**src/rtl/muldiv_seq_pkg.sv**
```systemverilog
// Shared types for the sequential multiply/divide unit.
package muldiv_seq_pkg;

  typedef enum logic [1:0] {
    MD_IDLE = 2'd0,
    MD_RUN  = 2'd1,
    MD_DONE = 2'd2
  } md_state_e;

  typedef enum logic {
    MD_OP_MUL = 1'b0,
    MD_OP_DIV = 1'b1
  } md_op_e;

endpackage

```
**src/rtl/muldiv_seq_if.sv**
```systemverilog
// Request/result bundle between the EX stage (master) and the mul/div unit (slave).
interface muldiv_seq_if
  import muldiv_seq_pkg::*;
#(
  parameter int WIDTH = 32
);
  logic                 start_i;
  logic                 annul_i;
  md_op_e               op_i;
  logic                 signed_i;
  logic [WIDTH-1:0]     opdata1_i;
  logic [WIDTH-1:0]     opdata2_i;
  logic [2*WIDTH-1:0]   result_o;
  logic                 ready_o;
  logic                 busy_o;
  logic                 div_zero_o;

  modport master (
    output start_i, annul_i, op_i, signed_i, opdata1_i, opdata2_i,
    input  result_o, ready_o, busy_o, div_zero_o
  );

  modport slave (
    input  start_i, annul_i, op_i, signed_i, opdata1_i, opdata2_i,
    output result_o, ready_o, busy_o, div_zero_o
  );
endinterface

```
**src/rtl/muldiv_seq.sv**
```systemverilog
// Multi-cycle multiply/divide unit: one product or quotient bit per cycle.
// WIDTH must be >= 2.
//
// state   | meaning
// --------+-----------------------------------------------------------
// MD_IDLE | waiting for start_i; outputs cleared
// MD_RUN  | iterating on operand magnitudes, busy_o high
// MD_DONE | result_o valid, ready_o high until start_i drops or annul_i
module muldiv_seq
  import muldiv_seq_pkg::*;
#(
  parameter int WIDTH = 32
) (
  input logic           clk,
  input logic           rst,
  muldiv_seq_if.slave   md_if
);

  localparam int CNT_W = $clog2(WIDTH + 1);

  md_state_e            state_q;
  md_op_e               op_q;
  logic [CNT_W-1:0]     cnt_q;
  // mul: {partial hi, remaining multiplier bits}; div: {partial remainder, dividend/quotient bits}
  logic [2*WIDTH-1:0]   acc_q;
  logic [2*WIDTH-1:0]   acc_d;
  logic [WIDTH-1:0]     oper_q;
  logic                 neg_q;
  logic                 rem_neg_q;
  logic [2*WIDTH-1:0]   result_q;
  logic                 ready_q;
  logic                 busy_q;
  logic                 dz_q;

  logic [WIDTH:0]       mul_sum;
  logic [WIDTH:0]       div_diff;
  logic [WIDTH-1:0]     quo;
  logic [WIDTH-1:0]     rem;
  logic [2*WIDTH-1:0]   fix_res;

  // Two's complement magnitude; unsigned operands pass through untouched.
  function automatic logic [WIDTH-1:0] mag(input logic [WIDTH-1:0] v, input logic sgn);
    return (sgn && v[WIDTH-1]) ? -v : v;
  endfunction

  // One iteration of shift-add / restoring shift-subtract, plus the signed fix-up
  // applied to the post-iteration value so the last step and fix-up share a cycle.
  always_comb begin
    mul_sum  = {1'b0, acc_q[2*WIDTH-1:WIDTH]} + (acc_q[0] ? {1'b0, oper_q} : '0);
    // Partial remainder shifted left with the next dividend bit; a set bit WIDTH means borrow.
    div_diff = acc_q[2*WIDTH-1:WIDTH-1] - {1'b0, oper_q};
    if (op_q == MD_OP_MUL) begin
      acc_d = {mul_sum, acc_q[WIDTH-1:1]};
    end else if (!div_diff[WIDTH]) begin
      acc_d = {div_diff[WIDTH-1:0], acc_q[WIDTH-2:0], 1'b1};
    end else begin
      acc_d = {acc_q[2*WIDTH-2:0], 1'b0};
    end
    quo = acc_d[WIDTH-1:0];
    rem = acc_d[2*WIDTH-1:WIDTH];
    if (op_q == MD_OP_MUL) begin
      fix_res = neg_q ? -acc_d : acc_d;
    end else begin
      fix_res = {(rem_neg_q ? -rem : rem), (neg_q ? -quo : quo)};
    end
  end

  // Control FSM with registered outputs and datapath registers.
  always_ff @(posedge clk) begin
    if (rst) begin
      state_q   <= MD_IDLE;
      op_q      <= MD_OP_MUL;
      cnt_q     <= '0;
      acc_q     <= '0;
      oper_q    <= '0;
      neg_q     <= 1'b0;
      rem_neg_q <= 1'b0;
      result_q  <= '0;
      ready_q   <= 1'b0;
      busy_q    <= 1'b0;
      dz_q      <= 1'b0;
    end else begin
      case (state_q)
        MD_IDLE: begin
          if (md_if.start_i && !md_if.annul_i) begin
            if (md_if.op_i == MD_OP_DIV && md_if.opdata2_i == '0) begin
              state_q  <= MD_DONE;
              result_q <= '0;
              ready_q  <= 1'b1;
              dz_q     <= 1'b1;
            end else begin
              state_q   <= MD_RUN;
              busy_q    <= 1'b1;
              op_q      <= md_if.op_i;
              cnt_q     <= '0;
              acc_q     <= {{WIDTH{1'b0}}, mag(md_if.opdata1_i, md_if.signed_i)};
              oper_q    <= mag(md_if.opdata2_i, md_if.signed_i);
              neg_q     <= md_if.signed_i & (md_if.opdata1_i[WIDTH-1] ^ md_if.opdata2_i[WIDTH-1]);
              rem_neg_q <= md_if.signed_i & md_if.opdata1_i[WIDTH-1];
            end
          end
        end
        MD_RUN: begin
          if (md_if.annul_i || !md_if.start_i) begin
            state_q <= MD_IDLE;
            busy_q  <= 1'b0;
          end else begin
            acc_q <= acc_d;
            cnt_q <= cnt_q + CNT_W'(1);
            if (cnt_q == CNT_W'(WIDTH - 1)) begin
              state_q  <= MD_DONE;
              busy_q   <= 1'b0;
              ready_q  <= 1'b1;
              result_q <= fix_res;
            end
          end
        end
        MD_DONE: begin
          if (md_if.annul_i || !md_if.start_i) begin
            state_q  <= MD_IDLE;
            ready_q  <= 1'b0;
            result_q <= '0;
            dz_q     <= 1'b0;
          end
        end
        default: begin
          state_q <= MD_IDLE;
          busy_q  <= 1'b0;
          ready_q <= 1'b0;
        end
      endcase
    end
  end

  assign md_if.result_o   = result_q;
  assign md_if.ready_o    = ready_q;
  assign md_if.busy_o     = busy_q;
  assign md_if.div_zero_o = dz_q;

endmodule

```
**src/flat_wrapper.sv**
```systemverilog
// flat-port wrapper written by rule: the top's interface ports become plain ports
module muldiv_seq_flat import muldiv_seq_pkg::*;
#(
  parameter int WIDTH = 32
)
  (clk, rst, md_if_start_i, md_if_annul_i, md_if_op_i, md_if_signed_i, md_if_opdata1_i, md_if_opdata2_i, md_if_result_o, md_if_ready_o, md_if_busy_o, md_if_div_zero_o);
  muldiv_seq_if #(.WIDTH(WIDTH)) md_if_i ();
  input logic clk;
  input logic rst;
  input wire logic [$bits(md_if_i.start_i)-1:0] md_if_start_i;
  input wire logic [$bits(md_if_i.annul_i)-1:0] md_if_annul_i;
  input wire logic [$bits(md_if_i.op_i)-1:0] md_if_op_i;
  input wire logic [$bits(md_if_i.signed_i)-1:0] md_if_signed_i;
  input wire logic [$bits(md_if_i.opdata1_i)-1:0] md_if_opdata1_i;
  input wire logic [$bits(md_if_i.opdata2_i)-1:0] md_if_opdata2_i;
  output wire logic [$bits(md_if_i.result_o)-1:0] md_if_result_o;
  output wire logic [$bits(md_if_i.ready_o)-1:0] md_if_ready_o;
  output wire logic [$bits(md_if_i.busy_o)-1:0] md_if_busy_o;
  output wire logic [$bits(md_if_i.div_zero_o)-1:0] md_if_div_zero_o;
  assign md_if_i.start_i = md_if_start_i;
  assign md_if_i.annul_i = md_if_annul_i;
  assign md_if_i.op_i = md_if_op_i;
  assign md_if_i.signed_i = md_if_signed_i;
  assign md_if_i.opdata1_i = md_if_opdata1_i;
  assign md_if_i.opdata2_i = md_if_opdata2_i;
  assign md_if_result_o = md_if_i.result_o;
  assign md_if_ready_o = md_if_i.ready_o;
  assign md_if_busy_o = md_if_i.busy_o;
  assign md_if_div_zero_o = md_if_i.div_zero_o;
  muldiv_seq #(.WIDTH(WIDTH)) u_core (.clk(clk), .rst(rst), .md_if(md_if_i));
endmodule
```
**config.mk**
```make
export PLATFORM = sky130hd
export DESIGN_NAME = muldiv_seq_flat
export DESIGN_NICKNAME = d
export VERILOG_FILES = /design/src/rtl/muldiv_seq_pkg.sv /design/src/rtl/muldiv_seq_if.sv /design/src/rtl/muldiv_seq.sv /design/src/flat_wrapper.sv
export SDC_FILE = /design/constraint.sdc
export NUM_CORES = 1
export LEC_CHECK = 0
export CORE_MARGIN = 2
export CORE_UTILIZATION = 40
export CTS_BUF_LIST = sky130_fd_sc_hd__clkbuf_2 sky130_fd_sc_hd__clkbuf_4 sky130_fd_sc_hd__clkbuf_8
export CTS_CLUSTER_SIZE = 30
export DETAILED_ROUTE_END_ITERATION = 10
export GPL_TIMING_DRIVEN = 0
export SLEW_MARGIN = 20
export SYNTH_ARGS = -nofsm -noshare
export SYNTH_HDL_FRONTEND = slang
export SYNTH_SLANG_ARGS = --single-unit
```
**constraint.sdc**
```tcl
create_clock -name clk -period 4.2 [get_ports clk]
set_input_delay 0.84 -clock clk [delete_from_list [all_inputs] [get_ports clk]]
set_output_delay 0.84 -clock clk [all_outputs]
set_load 0.005 [all_outputs]
```
==> results.tsv <==
stage	metric	value	unit
status	status	finished with violations	
status	failed_checks	setup timing	
synthesis	synthMuxAreaShare	0.0423	
route	wl_per_cell	22.1	um
clock_tree	cts_tree	built	
global_route	grt_max_degree	20	
synthesis	synth.avg_cell_area	7.35	sq um
synthesis	postSynthCellCount	1993	
synthesis	synthFlopType	dfxtp_1	
floorplanning	ioPinCount	137	
global_route	grt-ovfl-total	0	
route	detail_route.drc_violations	0	
placement	detailedPlacementHpwl	46.7	mm
clock_tree	numClockSinks	174	
job	drv_cap	0	
synthesis	main_combinational_cell_family_by_area_after_synthesis	compound AO/OA/AOI/OAI gates	
floorplanning	core_region_area	36300	sq um
min_path	hold_path.class	flip-flop to flip-flop	
sta	fin_skew	34.9	ps
placement	placement.io_buffers	135	
power_and_ir_drop	power.ir.vdd_worst	0.230	mV
setup_path	worstPathRequired	4660	ps
clock_tree	quantity_of_hold_fixing_buffers_added_after_cts	0	
power_and_ir_drop	power-per-cell-area	222	nW/um^2
synthesis	synth_edf_count	0	
synthesis	synth-simple-area-share	0.241	
layout	design.final.nets	2379	
placement	placed_area	16700	sq um
setup_path	worstSetupStartpointType	flip-flop	
sta	timing_worst_slew_pin_value	1110	ps
synthesis	yosys_warning_count	0	
setup_path	critical_path.max_fanout	5	
layout	final_layout_size_suffix_gt1_frac	0.174	
layout	final_cell_area	19000	sq um
sta	post-route-min-period	4630	ps
layout	diodes	0	
route	route.antenna.remaining_nets	0	
synthesis	syn-num-nets	2134	
synthesis	synthXorXnorAreaFrac	0.0968	
sta	setup_viol_count_final	31	
global_route	antenna_found_initial	3	
sta	fmax	216	MHz
sta	rsz0062_at_grt	yes	
floorplanning	die_h	195	um
global_route	grt_pass1_vias	15300	
floorplanning	floorplan.rows	70	
placement	place_congestion	0.977	
route	drt_pre_antenna_iters	5	
sta	timing.slew.headroom	0.252	
synthesis	synthAdderAreaFrac	0.0616	
synthesis	syn-cell-area	14700	sq um
clock_tree	insertion_delay_to_the_later_sink_of_the_worst_skew_pair	530	ps
global_route	global_route_wire_length_before_repair	90.0	mm
setup_path	arrival	5090	ps
sta	report.final.slew_viol_count	0	
sta	tns	-6530	ps
route	dr_total_vias	16400	
layout	final_cell_mix	226 x nand2_1, 214 x nor2_1, 156 x dfxtp_1	
synthesis	asyncSetResetFlopFracSynth	0	
clock_tree	cts_made_buffers	17	
synthesis	share_of_the_synthesized_area_in_compound_gates_ao_oa_aoi_oai	0.271	
route	postRouteWirelength	59.9	mm
sta	layout_worst_path_cycle_share	1.10	
clock_tree	clk_root_buffer_cell	clkbuf_8	
clock_tree	clk_pin_slew_worst_paths	110	ps
route	detailedRoute.firstIterationViolations	1606	
setup_path	timing.setup.critical_path_class	flip-flop to flip-flop	
synthesis	synth.ff_latch_count	174	
layout	flow.area_growth_from_synthesis	29.9	%
synthesis	count_of_cell_types_in_the_netlist	93	
floorplanning	start_util	0.403	
layout	layout.cells.most_common	nand2_1	
placement	place_inst	2596	
sta	timing_hold_violations_final	0	
floorplanning	die-width	195	um
synthesis	synth.yosys.seq_area_share	0.238	
clock_tree	h-tree-depth	4	
route	routed_via_density	6.03	
floorplanning	die_area	38200	sq um
power_and_ir_drop	cellLeakagePower	0.00694	uW
clock_tree	cts_max_path_buffers	2	
setup_path	critPathCaptureType	flip-flop	
layout	post_layout_nonfiller_instances	2717	
sta	fin_ws	-432	ps
power_and_ir_drop	total_power	4230	uW
global_route	grt_use_total	0.306	
-- layout make-up --
type                    instances  area (sq um)
inverters                      61           236
repair buffers                235          2210
well taps                     468           586
multi-input cells            1637         11600
plain buffers                 112           547
clock buffers                  19           255
clock inverters                11          87.6
flip-flops and latches        174          3510
fillers                      3501         17300
-- where the power goes --
group / internal (uW) / leakage, uW / switching (uW)
Sequential: 1690 / 0.00142 / 59.9
Combinational: 549 / 0.00536 / 829
Clock: 430 / 0.000164 / 672
Total: 2670 / 0.00694 / 1560
-- metrics by stage --
stage	utilization	setup WS (ps)	hold WS, ps
after CTS	0.502	-231	458
final	0.524	-432	455
after floorplan	-	-85.5	440
after global routing	0.524	-568	488
after detailed placement	0.459	-1480	446
after global placement	0.459	-1500	436
-- worst paths after layout --
| path | start | endpoint | slack (ps) | cells after the start |
|---|---|---|---|---|
| setup / recovery | u_core.acc_q[31] | u_core.md_if.result_o[38] | -430 | 24 |
| hold / removal | u_core.md_if.result_o[51] | u_core.md_if.result_o[51] | 460 | 2 |
| setup reg to reg | u_core.acc_q[31] | u_core.md_if.result_o[38] | -430 | 24 |
| hold reg to reg | u_core.md_if.result_o[51] | u_core.md_if.result_o[51] | 460 | 2 |
-- what timing repair did --
action | CTS | global route
gates cloned | 0 | 1
pin swaps | 63 | 81
setup buffers | 59 | 42
resized for setup | 204 | 105
endpoints found under the setup margin | 126 | 65
-- worst max-delay path, stage by stage, from the launching register on --
cell	delay (ps)
dfxtp_2	370
inv_4	50
ha_4	150
inv_2	50
fa_2	220
a211oi_2	80
o211ai_1	390
nand4_1	260
a2111oi_4	380
buf_4	190
a211o_1	120
buf_6	110
buf_8	100
nor2_4	40
a21oi_4	190
ha_4	170
nand4_1	110
or3_4	460
o21a_1	220
buf_8	150
a21oi_2	100
a31oi_1	140
xnor2_1	280
a22oi_1	110
nor2_1	120
-- sequential cells by signal, indices dropped and copies added (netlist names) --
| register | count |
|---|---|
| u_core.acc_q | 64 |
| u_core.cnt_q | 6 |
| u_core.md_if.busy_o | 1 |
| u_core.md_if.div_zero_o | 1 |
| u_core.md_if.ready_o | 1 |
| u_core.md_if.result_o | 64 |
| u_core.neg_q | 1 |
| u_core.op_q | 1 |
| u_core.oper_q | 32 |
| u_core.rem_neg_q | 1 |
| u_core.state_q | 2 |
-- per-layer routing --
layer  share of wire  GRT usage  vias to the layer above
met5               0          0                        -
met4           0.037      0.126                        0
met3           0.089     0.0556                      138
met2            0.43      0.463                      745
met1            0.44      0.428                     7763
li1                -          -                     7728
-- cell families after synthesis --
family	Yosys count
flip-flops	174
AND/OR/NAND/NOR	745
buffers and inverters	182
AO/OA/AOI/OAI	599
XOR/XNOR	162
multiplexers	60
adder cells (fa/ha/maj)	71
-- cell usage after synthesis (41+ instances only) --
cell type  instances  area, sq um
nand2_1          237          890
nor2_1           220          826
dfxtp_1          174         3480
a21oi_1          170          851
clkbuf_1          94          353
o21ai_0           91          455
xnor2_1           83          727
xor2_1            79          692
a22oi_1           69          518
ha_1              69          863
inv_1             60          225
nor3_1            56          280
a211oi_1          46          345
and2_1            46          288
mux2i_1           44          440
o211ai_1          41          308
Note: power is estimated with default switching activity, not from simulation.
